$ cat src/rtl/alu_operand_collector.sv
// ============================================================================
//  Module   : alu_operand_collector
//  Brief    : Operand collector in front of exec_alu. It takes one instruction
//             at a time and fetches its operands through a single-port register
//             file read. It then drives the ALU and hands the result to
//             writeback over a valid/ready handshake.
//  Options  : OPC_SAME_SRC_EN - reuse the rs_a read when rs_b == rs_a
//  Revision : 1.0 - initial release
// ============================================================================
`default_nettype none

module alu_operand_collector #(
  parameter int RIDX_W = 5,
  parameter int CNT_W  = 16
) (
  input  logic              clk,
  input  logic              rst,
  input  logic              issue_valid,
  output logic              issue_ready,
  input  logic [3:0]        issue_op,
  input  logic [RIDX_W-1:0] issue_rs_a,
  input  logic [RIDX_W-1:0] issue_rs_b,
  input  logic [RIDX_W-1:0] issue_rd,
  input  logic              issue_imm_en,
  input  logic [31:0]       issue_imm,
  output logic              rf_rd_en,
  output logic [RIDX_W-1:0] rf_rd_addr,
  input  logic [31:0]       rf_rd_data,
  output logic [3:0]        alu_op,
  output logic [31:0]       alu_a,
  output logic [31:0]       alu_b,
  input  logic [31:0]       alu_result,
  output logic              wb_valid,
  input  logic              wb_ready,
  output logic [RIDX_W-1:0] wb_rd,
  output logic [31:0]       wb_data,
  output logic              wb_is_fp16,
  output logic              busy,
  output logic [CNT_W-1:0]  retired_cnt
);

  typedef enum logic [2:0] {
    S_IDLE  = 3'd0,
    S_RD_A  = 3'd1,
    S_RD_B  = 3'd2,
    S_COL_B = 3'd3,
    S_EXEC  = 3'd4,
    S_WB    = 3'd5
  } state_t;

`ifdef OPC_SAME_SRC_EN
  localparam logic SAME_SRC_EN = 1'b1;
`else
  localparam logic SAME_SRC_EN = 1'b0;
`endif

  state_t              state;
  logic [3:0]          op_q;
  logic [RIDX_W-1:0]   rs_a_q;
  logic [RIDX_W-1:0]   rs_b_q;
  logic [RIDX_W-1:0]   rd_q;
  logic                imm_en_q;
  logic [31:0]         imm_q;
  logic [31:0]         opnd_a;
  logic                same_src;

  // A register-sourced B operand that names the same register as A can share A's read
  assign same_src    = SAME_SRC_EN && !imm_en_q && (rs_b_q == rs_a_q);
  assign issue_ready = (state == S_IDLE);
  assign busy        = (state != S_IDLE);

  always_ff @(posedge clk) begin
    if (rst) begin
      state       <= S_IDLE;
      op_q        <= 4'h0;
      rs_a_q      <= '0;
      rs_b_q      <= '0;
      rd_q        <= '0;
      imm_en_q    <= 1'b0;
      imm_q       <= 32'h0;
      opnd_a      <= 32'h0;
      rf_rd_en    <= 1'b0;
      rf_rd_addr  <= '0;
      alu_op      <= 4'h0;
      alu_a       <= 32'h0;
      alu_b       <= 32'h0;
      wb_valid    <= 1'b0;
      wb_rd       <= '0;
      wb_data     <= 32'h0;
      wb_is_fp16  <= 1'b0;
      retired_cnt <= '0;
    end else begin
      case (state)
        S_IDLE: begin
          if (issue_valid) begin
            op_q       <= issue_op;
            rs_a_q     <= issue_rs_a;
            rs_b_q     <= issue_rs_b;
            rd_q       <= issue_rd;
            imm_en_q   <= issue_imm_en;
            imm_q      <= issue_imm;
            rf_rd_en   <= 1'b1;
            rf_rd_addr <= issue_rs_a;
            state      <= S_RD_A;
          end
        end
        S_RD_A: begin
          if (!imm_en_q && !same_src) begin
            rf_rd_en   <= 1'b1;
            rf_rd_addr <= rs_b_q;
          end else begin
            rf_rd_en   <= 1'b0;
          end
          state <= S_RD_B;
        end
        S_RD_B: begin
          rf_rd_en <= 1'b0;
          opnd_a   <= rf_rd_data;
          // ALU inputs are loaded on entry to EXEC so they only move once per instruction
          if (imm_en_q || same_src) begin
            alu_op <= op_q;
            alu_a  <= rf_rd_data;
            alu_b  <= imm_en_q ? imm_q : rf_rd_data;
            state  <= S_EXEC;
          end else begin
            state  <= S_COL_B;
          end
        end
        S_COL_B: begin
          alu_op <= op_q;
          alu_a  <= opnd_a;
          alu_b  <= rf_rd_data;
          state  <= S_EXEC;
        end
        S_EXEC: begin
          wb_data    <= alu_result;
          wb_rd      <= rd_q;
          wb_is_fp16 <= (op_q == 4'h8) || (op_q == 4'h9);
          wb_valid   <= 1'b1;
          state      <= S_WB;
        end
        S_WB: begin
          if (wb_ready) begin
            wb_valid    <= 1'b0;
            retired_cnt <= retired_cnt + CNT_W'(1);
            state       <= S_IDLE;
          end
        end
        default: begin
          rf_rd_en <= 1'b0;
          wb_valid <= 1'b0;
          state    <= S_IDLE;
        end
      endcase
    end
  end

endmodule

`default_nettype wire

$ cat config.mk
export PLATFORM = sky130hd
export DESIGN_NAME = alu_operand_collector
export DESIGN_NICKNAME = d
export VERILOG_FILES = /design/src/rtl/alu_operand_collector.sv
export SDC_FILE = /design/constraint.sdc
export NUM_CORES = 1
export LEC_CHECK = 0
export BUFFER_PORTS_ARGS = -buffer_cell sky130_fd_sc_hd__buf_2
export CAP_MARGIN = 15
export CORE_MARGIN = 3
export CORE_UTILIZATION = 25
export CTS_CLUSTER_DIAMETER = 100
export CTS_CLUSTER_SIZE = 14
export DETAILED_ROUTE_END_ITERATION = 12
export PLACE_DENSITY = 0.55
export SLEW_MARGIN = 20
export SYNTH_ARGS = -nofsm -noshare
export SYNTH_HDL_FRONTEND = slang
export SYNTH_SLANG_ARGS = --single-unit
export TNS_END_PERCENT = 1
$ cat constraint.sdc
create_clock -name clk -period 2.1 [get_ports clk]
set_input_delay 0.105 -clock clk [delete_from_list [all_inputs] [get_ports clk]]
set_output_delay 0.105 -clock clk [all_outputs]
set_load 0.005 [all_outputs]
==> flow_summary_export.csv <==
group,metric,value,unit
drt,vias,8268,
worst_setup_path,crit_path_end,"alu_b[18]$_SDFFE_PP0P_",
worst_setup_path,crit_arrival,2.27,ns
global_routing,grt_use_total,15.0,%
worst_setup_path,timing.rr.start,"state[2]$_SDFFE_PP0P_",
pwr,p_per_area,779,mW/mm^2
clock_tree,clkSlewWorstSetupHoldPaths,0.07,ns
sta,fin_crit,1.88,ns
pwr,irDropWorstVdd,0.412,mV
worst_setup_path,cp_max_fo,64,
global_routing,grt_pass1_vias,7931,
drt,drt_iter0_drc,477,
final_layout,mostFrequentLayoutCell,"nand2_1",
sta,holdWs,0.0791,ns
synthesis,synthCells,1035,
final_layout,nNetsFinal,1480,
pwr,p_leak,4.64,nW
floorplan,die_h,187,um
clock_tree,cts-buffers-inserted,19,
final_layout,drive_gt1_share,22.6,%
drt,wl_met3,1.93,mm
sta,clock_skew,0.0189,ns
worst_setup_path,reg2reg_setup_slack,0.22,ns
synthesis,yosysTopAreaCell,"dfxtp_1",
floorplan,ios,251,
clock_tree,ctsRootBufferMaster,"clkbuf_16",
clock_tree,clk_latency,0.49,ns
floorplan,core,0.0320,sq mm
min_path,whs_path_depth,2,
worst_setup_path,start_kind,"flop",
sta,finalSetupViolations,0,
drt,avgViaCountPerCell,4.60,
drt,wl,27.5,mm
place,portBuffers,250,
synthesis,ys_seq_area_share,51.4,%
synthesis,postSynth.asyncResetShare,0,%
final_layout,final_cell_mix,"nand2_1, buf_2, dfxtp_1",
sta,rsz0062_at_grt,"no",
worst_setup_path,timing.rr.end,"alu_b[18]$_SDFFE_PP0P_",
sta,fin_crit_sh,89.3,%
final_layout,synthToLayoutAreaGrowth,41.8,%
synthesis,ys_warn_count,0,
place,gp_congestion,0.823,
clock_tree,cts_sinks,211,
synthesis,synth_top_area_share,51.4,%
global_routing,grt-ovfl-total,0,
drt,wl_met2,12.7,mm
run,maxCapViolations,0,
global_routing,antenna_found_initial,5,
clock_tree,cts_buffer_depth,3,
drt,wl_per_cell,15.3,um
synthesis,syn-num-nets,1156,
drt,antenna_left,0,
drt,drt-pass1-iter-count,4,
sta,finalSetupTns,0,ns
clock_tree,cts_tree,"done",
synthesis,synth_edf_count,0,
drt,drcViolationCount,0,
worst_setup_path,ff2ff_path_depth,6,
drt,highest-signal-layer,"met5",
sta,slew_viol_final,0,
sta,timing.fmax,533,MHz
synthesis,synth_area_per_cell,7.93,sq um
synthesis,yosys.cell_types.count,39,
worst_setup_path,worstSetupPathType,"flop to flop",
sta,slew_headroom,58.5,%
clock_tree,cts-htree-levels,1,
sta,hold_viol,0,
run_status,status,"finished, final reports clean",
floorplan,start_util,25.7,%
worst_setup_path,cp-end-kind,"flop",
drt,wl_met1,12.0,mm
synthesis,synth_seq_cells,211,
min_path,hp-class,"input port to flop",
floorplan,fp-row-count,65,
global_routing,grt_max_degree,75,
synthesis,synthTopCellsByArea,"dfxtp_1, nand2_1, a21oi_1",
sta,worst_pin_slew,0.623,ns
synthesis,synth_ff_type,"dfxtp_1",
floorplan,die-area,0.0351,sq mm
synthesis,syn_area,0.00821,sq mm
worst_setup_path,crit_start,"state[2]$_SDFFE_PP0P_",
global_routing,grt_pass1_wl,43.7,mm
place,dpl.hpwl,18.1,mm
floorplan,dieWidth,187,um
worst_setup_path,worstPathRequired,2.49,ns
cell families (layout without fill, tap and decap cells):
family          Yosys count  in the layout  synth area share, %
xor+xnor                  8              8                0.853
other cells               0              3                    0
flops                   211            211                 51.4
mux                      10             10                 1.22
fa+ha+maj                 1              1                0.152
buf+inv                  95            420                 4.85
compound gates          210            210                 16.1
simple gates            500            500                 25.4
critical path: stages, from the launching register on:
cell and delay (ns):
dfxtp_1 0.52, buf_4 0.21, and2b_2 0.26, nand2_2 0.09, buf_12 0.25, nand2_1 0.09, a311oi_1 0.28
cell usage after synthesis (2+ instances only):
| cell | number |
|---|---|
| nand4_1 | 3 |
| buf_2 | 23 |
| nor2b_1 | 3 |
| nand3_1 | 70 |
| buf_1 | 7 |
| nand2_1 | 308 |
| dfxtp_1 | 211 |
| nor4_1 | 2 |
| clkbuf_1 | 58 |
| nor2_1 | 89 |
| a311oi_1 | 64 |
| xor2_1 | 3 |
| and2_1 | 2 |
| xnor2_1 | 5 |
| o21ai_0 | 8 |
| nand2b_1 | 2 |
| and4_1 | 2 |
| a211oi_1 | 5 |
| mux2i_1 | 10 |
| or3_1 | 10 |
| a21oi_1 | 129 |
| inv_1 | 4 |
area by class of cell:
type                       instances  area [sq um]
antenna                            3          7.51
clock buffer                      21           483
clock inverter                     1          16.3
fill                            3357         20300
inverter                           4          15.0
multi-input combinational        729          3610
sequential                       211          4230
tap                              435           544
timing repair buffer             394          2740
registers in the layout (all words and copies together), names as in the netlist:
register     flops
alu_a           32
alu_b           32
imm_q           32
opnd_a          32
wb_data         32
retired_cnt     16
rd_q             5
rf_rd_addr       5
rs_b_q           5
wb_rd            5
alu_op           4
op_q             4
state            3
imm_en_q         1
rf_rd_en         1
wb_is_fp16       1
wb_valid         1
worst min-delay path by stage:
| stage | end | start | slack (ns) |
|---|---|---|---|
| 2_1_floorplan | imm_q[0]$_SDFFE_PP0P_ | issue_imm[0] | 0.24 |
| 3_5_place_dp | imm_q[23]$_SDFFE_PP0P_ | issue_imm[23] | 0.35 |
| 4_1_cts | state[2]$_SDFFE_PP0P_ | wb_ready | 0.05 |
| 3_3_place_gp | wb_data[24]$_SDFFE_PP0P_ | alu_result[24] | 0.34 |
| 6_report | alu_op[2]$_SDFFE_PP0P_ | rst | 0.08 |
| 5_1_grt | state[2]$_SDFFE_PP0P_ | wb_ready | 0.08 |
routing by layer:
layer  vias up  global-route usage [%]
met4         4                    4.51
met2       255                    24.8
met3        48                    4.05
met1      3814                    19.1
met5         -                       0
li1       4147                       -
report_power, final:
| part | switching [mW] | internal (mW) |
|---|---|---|
| sequential | 0.150 | 4.26 |
| combinational | 0.871 | 0.663 |
| clock | 1.50 | 1.63 |
| total | 2.52 | 6.55 |
per-stage QoR:
stage	setup WS, ns	area (sq um)	power [mW]	std cells	utilization (%)
after floorplan	0.467	8210	5.27	1035	-
after global placement	0.305	9980	5.87	1657	31.2
after detailed placement	0.251	9980	5.89	1657	31.2
after CTS	0.201	11600	9.24	1795	36.4
after global routing	0.0381	11600	9.56	1796	36.4
final	0.224	11600	9.07	1798	36.4
timing repair:
item / 4_1_cts / 5_1_grt
gates resized for setup: 0 / 0
buffers inserted: 0 / 0
hold endpoints to repair: 180 / 0
hold buffers: 116 / 0
(Power assumes the default switching activity.)
